[src/rtl/adder_delay_meas_ctrl_if.sv]
// Host/adder-side signal bundle for the Kogge-Stone delay measurement sequencer.
// master = host plus ring counter source, slave = sequencer.
interface adder_delay_meas_ctrl_if #(
  parameter int CNT_W = 16,
  parameter int WIN_W = 16,
  parameter int REP_W = 4,
  parameter int ACC_W = 24
);
  logic              active;
  logic              start;
  logic [31:0]       op_a;
  logic [31:0]       op_b;
  logic [31:0]       ring_sel;
  logic [WIN_W-1:0]  window;
  logic [REP_W-1:0]  reps;
  logic [CNT_W-1:0]  cnt_in;
  logic [31:0]       adder_a;
  logic [31:0]       adder_b;
  logic [31:0]       ring_bit;
  logic              cnt_clear;
  logic              osc_en;
  logic              busy;
  logic              done;
  logic [ACC_W-1:0]  result;
  logic              err;

  modport master (
    output active, start, op_a, op_b, ring_sel, window, reps, cnt_in,
    input  adder_a, adder_b, ring_bit, cnt_clear, osc_en, busy, done, result, err
  );

  modport slave (
    input  active, start, op_a, op_b, ring_sel, window, reps, cnt_in,
    output adder_a, adder_b, ring_bit, cnt_clear, osc_en, busy, done, result, err
  );
endinterface

[src/rtl/adder_delay_meas_ctrl.sv]
// Measurement sequencer: load operands, settle, gate the ring oscillator for a window,
// drain, accumulate the ring count over reps+1 runs and report a saturated sum.
//
// state    | meaning
// IDLE     | waiting for start while active
// LOAD     | operands applied, ring counter cleared
// SETTLE   | operands static, oscillator gated off
// RUN      | oscillator gate open for window cycles
// DRAIN    | gate closed, counter settling before sample
// ACCUM    | add cnt_in to accumulator, loop or finish
// DONE     | result published, done pulse
module adder_delay_meas_ctrl #(
  parameter int CNT_W      = 16,
  parameter int WIN_W      = 16,
  parameter int REP_W      = 4,
  parameter int ACC_W      = 24,
  parameter int SETTLE_CYC = 4,
  parameter int DRAIN_CYC  = 3
) (
  input  logic                    wb_clk_i,
  input  logic                    wb_rst_n,
  adder_delay_meas_ctrl_if.slave  bus
);

  typedef enum logic [2:0] {
    S_IDLE, S_LOAD, S_SETTLE, S_RUN, S_DRAIN, S_ACCUM, S_DONE
  } state_t;

  localparam logic [WIN_W-1:0] SETTLE_LD = WIN_W'(SETTLE_CYC - 1);
  localparam logic [WIN_W-1:0] DRAIN_LD  = WIN_W'(DRAIN_CYC - 1);
  localparam logic [WIN_W-1:0] WIN_ONE   = WIN_W'(1);
  localparam logic [REP_W-1:0] REP_ONE   = REP_W'(1);

  state_t            state, state_nxt;
  logic [WIN_W-1:0]  tmr;
  logic [WIN_W-1:0]  win_q;
  logic [REP_W-1:0]  runs_left;
  logic [ACC_W-1:0]  acc;
  logic [ACC_W-1:0]  acc_sat;
  logic [ACC_W:0]    sum;
  logic [CNT_W-1:0]  cnt_s;
  logic              accept, illegal, abort, tmr_zero;
  logic              cnt_clear_d, osc_en_d, busy_d, done_d;

  assign cnt_s    = bus.cnt_in;
  assign tmr_zero = (tmr == '0);
  assign accept   = (state == S_IDLE) && bus.start && bus.active && (bus.window != '0);
  assign illegal  = (state == S_IDLE) && bus.start && bus.active && (bus.window == '0);
  assign abort    = (state != S_IDLE) && !bus.active;

  // One extra bit catches the carry out so the sum clamps instead of wrapping.
  assign sum     = {1'b0, acc} + (ACC_W+1)'(cnt_s);
  assign acc_sat = sum[ACC_W] ? '1 : sum[ACC_W-1:0];

  always_ff @(posedge wb_clk_i or negedge wb_rst_n) begin
    if (!wb_rst_n) state <= S_IDLE;
    else           state <= state_nxt;
  end

  always_comb begin
    state_nxt = state;
    if (abort) begin
      state_nxt = S_IDLE;
    end else begin
      case (state)
        S_IDLE:   if (accept) state_nxt = S_LOAD;
        S_LOAD:   state_nxt = S_SETTLE;
        S_SETTLE: if (tmr_zero) state_nxt = S_RUN;
        S_RUN:    if (tmr_zero) state_nxt = S_DRAIN;
        S_DRAIN:  if (tmr_zero) state_nxt = S_ACCUM;
        S_ACCUM:  state_nxt = (runs_left == '0) ? S_DONE : S_LOAD;
        S_DONE:   state_nxt = S_IDLE;
        default:  state_nxt = S_IDLE;
      endcase
    end
  end

  // Outputs are decoded from the next state so the registered versions line up with it.
  always_comb begin
    cnt_clear_d = (state_nxt == S_LOAD);
    osc_en_d    = (state_nxt == S_RUN);
    busy_d      = (state_nxt != S_IDLE);
    done_d      = (state_nxt == S_DONE);
  end

  always_ff @(posedge wb_clk_i or negedge wb_rst_n) begin
    if (!wb_rst_n) begin
      tmr <= '0;
    end else if (state_nxt == S_IDLE) begin
      tmr <= '0;
    end else if (state_nxt == S_SETTLE && state != S_SETTLE) begin
      tmr <= SETTLE_LD;
    end else if (state_nxt == S_RUN && state != S_RUN) begin
      tmr <= win_q - WIN_ONE;
    end else if (state_nxt == S_DRAIN && state != S_DRAIN) begin
      tmr <= DRAIN_LD;
    end else if (!tmr_zero) begin
      tmr <= tmr - WIN_ONE;
    end
  end

  always_ff @(posedge wb_clk_i or negedge wb_rst_n) begin
    if (!wb_rst_n) begin
      bus.cnt_clear <= 1'b0;
      bus.osc_en    <= 1'b0;
      bus.busy      <= 1'b0;
      bus.done      <= 1'b0;
      bus.adder_a   <= '0;
      bus.adder_b   <= '0;
      bus.ring_bit  <= '0;
      bus.result    <= '0;
      bus.err       <= 1'b0;
      win_q         <= '0;
      runs_left     <= '0;
      acc           <= '0;
    end else begin
      bus.cnt_clear <= cnt_clear_d;
      bus.osc_en    <= osc_en_d;
      bus.busy      <= busy_d;
      bus.done      <= done_d;
      if (accept) begin
        bus.adder_a  <= bus.op_a;
        bus.adder_b  <= bus.op_b;
        bus.ring_bit <= bus.ring_sel;
        win_q        <= bus.window;
        runs_left    <= bus.reps;
        acc          <= '0;
        bus.err      <= 1'b0;
      end else if (illegal) begin
        bus.err <= 1'b1;
      end else if (abort) begin
        bus.ring_bit <= '0;
      end else if (state == S_ACCUM) begin
        acc <= acc_sat;
        if (runs_left == '0) bus.result <= acc_sat;
        else                 runs_left  <= runs_left - REP_ONE;
      end
    end
  end

endmodule
[src/flat_wrapper.sv]
// flat-port wrapper written by rule: the top's interface ports become plain ports
module adder_delay_meas_ctrl_flat 
#(
  parameter int CNT_W      = 16,
  parameter int WIN_W      = 16,
  parameter int REP_W      = 4,
  parameter int ACC_W      = 24,
  parameter int SETTLE_CYC = 4,
  parameter int DRAIN_CYC  = 3
)
  (wb_clk_i, wb_rst_n, bus_active, bus_start, bus_op_a, bus_op_b, bus_ring_sel, bus_window, bus_reps, bus_cnt_in, bus_adder_a, bus_adder_b, bus_ring_bit, bus_cnt_clear, bus_osc_en, bus_busy, bus_done, bus_result, bus_err);
  adder_delay_meas_ctrl_if #(.CNT_W(CNT_W), .WIN_W(WIN_W), .REP_W(REP_W), .ACC_W(ACC_W)) bus_i ();
  input  logic wb_clk_i;
  input  logic wb_rst_n;
  input wire logic [$bits(bus_i.active)-1:0] bus_active;
  input wire logic [$bits(bus_i.start)-1:0] bus_start;
  input wire logic [$bits(bus_i.op_a)-1:0] bus_op_a;
  input wire logic [$bits(bus_i.op_b)-1:0] bus_op_b;
  input wire logic [$bits(bus_i.ring_sel)-1:0] bus_ring_sel;
  input wire logic [$bits(bus_i.window)-1:0] bus_window;
  input wire logic [$bits(bus_i.reps)-1:0] bus_reps;
  input wire logic [$bits(bus_i.cnt_in)-1:0] bus_cnt_in;
  output wire logic [$bits(bus_i.adder_a)-1:0] bus_adder_a;
  output wire logic [$bits(bus_i.adder_b)-1:0] bus_adder_b;
  output wire logic [$bits(bus_i.ring_bit)-1:0] bus_ring_bit;
  output wire logic [$bits(bus_i.cnt_clear)-1:0] bus_cnt_clear;
  output wire logic [$bits(bus_i.osc_en)-1:0] bus_osc_en;
  output wire logic [$bits(bus_i.busy)-1:0] bus_busy;
  output wire logic [$bits(bus_i.done)-1:0] bus_done;
  output wire logic [$bits(bus_i.result)-1:0] bus_result;
  output wire logic [$bits(bus_i.err)-1:0] bus_err;
  assign bus_i.active = bus_active;
  assign bus_i.start = bus_start;
  assign bus_i.op_a = bus_op_a;
  assign bus_i.op_b = bus_op_b;
  assign bus_i.ring_sel = bus_ring_sel;
  assign bus_i.window = bus_window;
  assign bus_i.reps = bus_reps;
  assign bus_i.cnt_in = bus_cnt_in;
  assign bus_adder_a = bus_i.adder_a;
  assign bus_adder_b = bus_i.adder_b;
  assign bus_ring_bit = bus_i.ring_bit;
  assign bus_cnt_clear = bus_i.cnt_clear;
  assign bus_osc_en = bus_i.osc_en;
  assign bus_busy = bus_i.busy;
  assign bus_done = bus_i.done;
  assign bus_result = bus_i.result;
  assign bus_err = bus_i.err;
  adder_delay_meas_ctrl #(.CNT_W(CNT_W), .WIN_W(WIN_W), .REP_W(REP_W), .ACC_W(ACC_W), .SETTLE_CYC(SETTLE_CYC), .DRAIN_CYC(DRAIN_CYC)) u_core (.wb_clk_i(wb_clk_i), .wb_rst_n(wb_rst_n), .bus(bus_i));
endmodule
[config.mk]
export PLATFORM = sky130hd
export DESIGN_NAME = adder_delay_meas_ctrl_flat
export DESIGN_NICKNAME = d
export VERILOG_FILES = /design/src/rtl/adder_delay_meas_ctrl_if.sv /design/src/rtl/adder_delay_meas_ctrl.sv /design/src/flat_wrapper.sv
export SDC_FILE = /design/constraint.sdc
export NUM_CORES = 1
export LEC_CHECK = 0
export ABC_AREA = 1
export CORE_MARGIN = 2
export CORE_UTILIZATION = 52
export DETAILED_ROUTE_END_ITERATION = 8
export PLACE_DENSITY = 0.83
export SLEW_MARGIN = 30
export SYNTH_ARGS = -nofsm -noshare
export SYNTH_HDL_FRONTEND = slang
export SYNTH_SLANG_ARGS = --single-unit
[constraint.sdc]
create_clock -name wb_clk_i -period 3.5 [get_ports wb_clk_i]
set_clock_uncertainty 0.2 [all_clocks]
set_input_delay 0.7 -clock wb_clk_i [delete_from_list [all_inputs] [get_ports wb_clk_i]]
set_output_delay 0.7 -clock wb_clk_i [all_outputs]
set_load 0.05 [all_outputs]
==> results.ini, run 1 <==
[setup_path]
critPathArrivalTime_ns=3.15
r2r-start=u_core.acc[0]$_DFFE_PN0P_
cp-startpoint=bus_cnt_in[0]
crit_path_end_kind=register
critPathLaunchType=primary input
required_ns=3.62
crit_fanout=3
crit_type=primary input to register

[synth]
synth_cells=1150
synth_area_per_cell_um2=7.99
synth-compound-area-share_pct=6.27
yosysMostFrequentCell=nand2_1
synth-main-ff-cell=dfrtp_1
ys_types=40
synthMuxAreaShare_pct=0
synth_top_family_by_area=simple AND/OR/NAND/NOR gates
synth-async-reset-ratio_pct=100
synth_area_leaders=dfrtp_1 51%, nand2_1 20%, nand3_1 3.7%, xor2_1 3.1%, nor2_1 3.1%
synth_common_cells=493 x nand2_1, 188 x dfrtp_1, 76 x nor2_1, 67 x nand3_1, 63 x inv_1
ys_seq_elements=188
netlist_area_um2=9190
yosys_warnings=0
synth_seq_area_share_pct=51.2
synth_edf_count=0
synth_top_area_cell=dfrtp_1
synth_fa_ha_area_share_pct=2.94
syn-num-nets=1307
yosysTopAreaCellShare_pct=51.2
synthSimpleGateAreaFrac_pct=31.2
synth-xor-area-share_pct=3.72

[routing]
wl_um=26100
final_antenna_net_count=0
via_per_inst=5.17
drc_errors=0
drt_pass1_iterations=5
drt-initial-drc-count=603
vias=8509
drt-wirelength-per-cell_um=15.9

[clock_network]
cts_tree=done
cts_setup_buffers=0
worstSkewPairLatency_ns=0.43
htreeDepth=4
cts.reportedPaths.clkPinSlew_ns=0.07
cts_buffers=17
cts_num_sinks=188
cts_max_path_buffers=2
clockRootBuffer=clkbuf_16

[final_layout]
nets=1564
n_fill_cell=1362
layout-drive-gt1-share_pct=6.41
area_growth_pct=37.5
multi_input_area_um2=4060
fin_area_um2=12600
area.sequential_um2=4700

[flow_run]
maxCapViolCount=0

[worst_hold_path]
hp-class=register to register
hp-start=u_core.bus.adder_b[19]$_DFFE_PN0N_

[floorplanning]
die_h_um=137
dieWidth_um=137
placementRows=48
start_util_pct=53.1
dieArea_um2=18700
num_io_pins=261
core_area_um2=17300

[sta]
slew_headroom_pct=46.9
fin_hold_ws_ns=0.278
min_period_over_period_pct=86.5
rsz0062_at_grt=no
timing.final.crit_period_ns=3.03
finalSetupViolations=0
hold_viol=0
tightest_slew_ns=0.795
fmax_ghz=0.330
setup_tns_ns=0
slew_viol_final=0

[grt]
grt_pass1_wl_um=41600
grt_max_degree=120
first_global_vias=8282
grt-ovfl-total=0
grt_use_total_pct=28.6
antenna_found_initial=0

[place]
dp_hpwl_um=19200
routabilityCongestion=0.919
io_buffers=260
placed_area_um2=12100

[power]
p_leak_nw=6.27
power_density_nw_per_um2=858
ir_drop_mv=0.694
power_mw=10.8

[status]
status=finished clean

## routing by layer
layer	vias up	track usage, %	share of wire (%)	wire [um]
met1	3987	35.9	40	10600
met2	307	47.5	50	13000
met5	-	0	0	0
met3	53	8.19	7.5	1950
met4	0	9.74	2.3	610
li1	4162	-	-	-
## flip-flops by register name, summed over array words and instances, names as in the netlist
register	cells
u_core.bus.adder_a	32
u_core.win_q	16
u_core.bus.ring_bit	32
u_core.bus.done	1
u_core.bus.err	1
u_core.acc	24
u_core.bus.cnt_clear	1
u_core.state	3
u_core.bus.result	24
u_core.bus.adder_b	32
u_core.runs_left	4
u_core.bus.osc_en	1
u_core.bus.busy	1
u_core.tmr	16
## kinds of logic (layout without fill, tap and decap cells)
family | Yosys count | count (layout)
adder cells (fa/ha/maj) | 21 | 21
XOR/XNOR | 39 | 39
AO/OA/AOI/OAI | 100 | 100
flip-flops | 188 | 188
buffers and inverters | 105 | 374
other | 0 | 1
AND/OR/NAND/NOR | 697 | 697
## metrics by stage
step / worst slack [ns] / instances / utilization, %
global placement: 0.190 / 1612 / 69.7
floorplan: 0.795 / 1150 / -
CTS: 0.538 / 1644 / 73.0
finish: 0.472 / 1645 / 73.0
global route: 0.210 / 1644 / 73.0
detailed placement: 0.0958 / 1612 / 69.7
## cell usage in the layout (no fill, tap or decap), drive strengths merged, types with 2 or more instances in the layout
| cell | synthesis | layout |
|---|---|---|
| a31oi | 3 | 3 |
| nor2 | 93 | 93 |
| xnor2 | 6 | 6 |
| o211ai | 8 | 8 |
| or2 | 8 | 8 |
| a22o | 2 | 2 |
| clkdlybuf4s50 | 0 | 259 |
| o21a | 2 | 2 |
| nand4 | 8 | 8 |
| a21oi | 28 | 28 |
| o21ai | 44 | 44 |
| o22ai | 7 | 7 |
| nand2 | 497 | 497 |
| nor4 | 2 | 2 |
| ha | 20 | 20 |
| and2 | 2 | 2 |
| clkbuf | 18 | 18 |
| a21boi | 2 | 2 |
| clkinv | 0 | 5 |
| nand3 | 71 | 71 |
| xor2 | 33 | 33 |
| clkinvlp | 0 | 2 |
| dfrtp | 188 | 188 |
| buf | 21 | 16 |
| inv | 66 | 72 |
| nor3 | 15 | 15 |
## report_power, final
part / switching, mW / internal (mW)
sequential: 0.475 / 2.90
clock: 0.889 / 0.995
combinational: 3.74 / 1.84
total: 5.10 / 5.74
## path summary, 6_finish.rpt
kind | to | slack, ns | cells past startpoint
worst max-delay path | u_core.bus.result[22]$_DFFE_PN0P_ | 0.47 | 14
worst min-delay path | u_core.bus.adder_b[19]$_DFFE_PN0N_ | 0.28 | 2
worst max register to register | u_core.bus.result[22]$_DFFE_PN0P_ | 0.84 | 13
worst min register to register | u_core.bus.adder_b[19]$_DFFE_PN0N_ | 0.28 | 2
max in group asynchronous | u_core.bus.result[19]$_DFFE_PN0P_ | 1.72 | 3
min in group asynchronous | u_core.win_q[0]$_DFFE_PN0N_ | 0.56 | 2
## worst max-delay path: stages
cell	delay (ns)
clkdlybuf4s50_1	0.46
ha_1	0.17
inv_1	0.08
fa_1	0.42
o21ai_1	0.27
a21boi_2	0.13
o21ai_0	0.26
nand2_1	0.11
o21ai_0	0.16
nand2_1	0.09
nand2_1	0.07
nand3_1	0.08
nand2_1	0.08
nand2_1	0.05
## cell type report
| class | count | share of cell area (%) |
|---|---|---|
| Sequential cell | 188 | 37.2 |
| Multi-Input combinational cell | 857 | 32.1 |
| Timing Repair Buffer | 277 | 22.0 |
| Clock buffer | 17 | 3.37 |
| Tap cell | 225 | 2.23 |
| Inverter | 66 | 1.97 |
| Clock inverter | 14 | 1.07 |
| Antenna cell | 1 | 0.0198 |
## what timing repair did
item / 4_1_cts / 5_1_grt
endpoints found under the hold margin: 35 / 0
hold buffers: 1 / 0
gates resized for setup: 0 / 0
Power figures use the tool's default switching activity.
==> run 2: changes to the inputs <==
--- a/config.mk
+++ b/config.mk
@@ -10,7 +10,7 @@
 export CORE_UTILIZATION = 52
 export DETAILED_ROUTE_END_ITERATION = 8
 export PLACE_DENSITY = 0.83
-export SLEW_MARGIN = 30
+export REMOVE_ABC_BUFFERS = 1
 export SYNTH_ARGS = -nofsm -noshare
 export SYNTH_HDL_FRONTEND = slang
 export SYNTH_SLANG_ARGS = --single-unit
==> results.ini, run 2 (synthesized netlist as in run 1, its figures left out) <==
[floorplanning]
core_area_um2=17300  ; unchanged
dieArea_um2=18700  ; unchanged
placementRows=48  ; unchanged
die_h_um=137  ; unchanged
dieWidth_um=137  ; unchanged
num_io_pins=261  ; unchanged
start_util_pct=53.1  ; unchanged

[routing]
wl_um=25700  ; -1.4%
via_per_inst=5.18  ; +0.22%
drt_pass1_iterations=5  ; unchanged
drt-initial-drc-count=577  ; -4.3%
final_antenna_net_count=0  ; unchanged
drc_errors=0  ; unchanged
vias=8512  ; +0.035%
drt-wirelength-per-cell_um=15.7  ; -1.2%

[setup_path]
crit_type=primary input to register
crit_path_end_kind=register
crit_path_top_delay_cell=clkdlybuf4s50_1
critPathLaunchType=primary input
max_stage_delay_ns=0.46  ; about the same
required_ns=3.62  ; about the same
path_cells=clkdlybuf4s50_1, ha_1, inv_1, fa_1, o21ai_1, a21boi_2, o21ai_0, nand2_1, o21ai_0, nand2_1, nand2_1, nand3_1, nand2_1, nand2_1
cpMostUsedCell=nand2_1
critPathArrivalTime_ns=3.12  ; -0.03 ns
crit_fanout=3  ; unchanged

[final_layout]
layout-drive-gt1-share_pct=6.29  ; -0.13 points
reg_top3=u_core.bus.adder_a: 32 flops, u_core.bus.adder_b: 32 flops, u_core.bus.ring_bit: 32 flops
final_cell_mix=492 x nand2_1, 259 x clkdlybuf4s50_1, 188 x dfrtp_1
final_common_cell=nand2_1
instances_no_fill=1642  ; -0.18%
nets=1560  ; -0.26%
final_core_util_pct=73.3  ; +0.23 points
fin_area_um2=12700  ; +0.32%
area_growth_pct=38.0

[clock_network]
cts_repair_resize_count=0  ; unchanged
cts_tree=done
worstSkewPairLatency_ns=0.43  ; about the same
cts_max_path_buffers=2  ; unchanged
htreeDepth=4  ; unchanged
cts.reportedPaths.clkPinSlew_ns=0.07  ; about the same
clockRootBuffer=clkbuf_16
cts_setup_buffers=0  ; unchanged
ctsHoldBuffers=0  ; -1
cts_num_sinks=188  ; unchanged
cts_buffers=17  ; unchanged

[power]
power_mw=10.9  ; +0.93%
ir_drop_mv=0.855  ; +23%
power_density_nw_per_um2=863  ; +0.61%
p_leak_nw=6.28  ; +0.20%

[sta]
setup_tns_ns=0  ; unchanged
hold_viol=0  ; unchanged
tightest_slew_ns=0.854  ; +0.0590 ns
finalSetupViolations=0  ; unchanged
slew_headroom_pct=43.0  ; -3.9 points
fmax_ghz=0.333  ; +0.81%
worst_slack_ns=0.496  ; +0.0242 ns
rsz0062_at_grt=no
timing.final.crit_period_ns=3.00  ; -0.0242 ns
slew_viol_final=0  ; unchanged
min_period_over_period_pct=85.8  ; -0.69 points
fin_hold_ws_ns=0.0967  ; -0.182 ns

[grt]
grt-ovfl-total=0  ; unchanged
grt_max_degree=120  ; unchanged
grt_pass1_wl_um=40600  ; -2.3%
grt_use_total_pct=27.9  ; -0.65 points
antenna_found_initial=1  ; +1
first_global_vias=8160  ; -1.5%

[place]
routabilityCongestion=0.943  ; +2.6%
io_buffers=260  ; unchanged
placed_area_um2=12000  ; about the same
dp_hpwl_um=18500  ; -3.6%
dp_slack_ns=0.0812  ; -0.0146 ns
placed_cells=1609  ; -0.19%

[flow_run]
maxCapViolCount=0  ; unchanged

[status]
status=finished clean

[worst_hold_path]
hp-class=primary input to async pin

run 2: power by group:
group / internal (mW) / leakage, nW / switching [mW]
registers: 2.90 / 2.42 / 0.465
clock network: 1.10 / 0.298 / 0.920
logic: 1.83 / 3.56 / 3.72
total: 5.84 / 6.28 / 5.10
run 2: path summary, 6_finish.rpt:
| path | start | endpoint | slack [ns] | cells after the start |
|---|---|---|---|---|
| max | bus_cnt_in[0] | u_core.bus.result[22]$_DFFE_PN0P_ | 0.50 | 14 |
| min | wb_rst_n | u_core.acc[3]$_DFFE_PN0P_ | 0.1 | 1 |
| max reg2reg | u_core.acc[0]$_DFFE_PN0P_ | u_core.bus.result[22]$_DFFE_PN0P_ | 0.84 | 13 |
| min reg2reg | u_core.bus.adder_b[19]$_DFFE_PN0N_ | u_core.bus.adder_b[19]$_DFFE_PN0N_ | 0.28 | 2 |
| max in group asynchronous | wb_rst_n | u_core.bus.adder_b[23]$_DFFE_PN0N_ | 2.25 | 2 |
| min in group wb_clk_i | u_core.bus.adder_b[19]$_DFFE_PN0N_ | u_core.bus.adder_b[19]$_DFFE_PN0N_ | 0.28 | 2 |
run 2: final cells by class:
cell class / instances / area, um2
antenna: 1 / 2.50
clock buffer: 18 / 439
clock inverter: 14 / 181
fill: 1348 / 4620
inverter: 66 / 249
multi-input combinational: 857 / 4060
sequential: 188 / 4700
tap: 225 / 282
timing repair buffer: 273 / 2750
run 2: metal layers:
| metal | up-vias | share of wire (%) | GRT usage [%] |
|---|---|---|---|
| met5 | - | 0 | 0 |
| li1 | 4141 | - | - |
| met3 | 40 | 7.6 | 8.44 |
| met1 | 4043 | 41 | 35.2 |
| met4 | 0 | 2.5 | 9.97 |
| met2 | 288 | 49 | 45.7 |
run 2: critical path: cells and delay by family:
family | cells | cell delay [ns]
simple gates | 6 | 0.47
compound gates | 4 | 0.81
buf+inv | 2 | 0.55
fa+ha+maj | 2 | 0.60
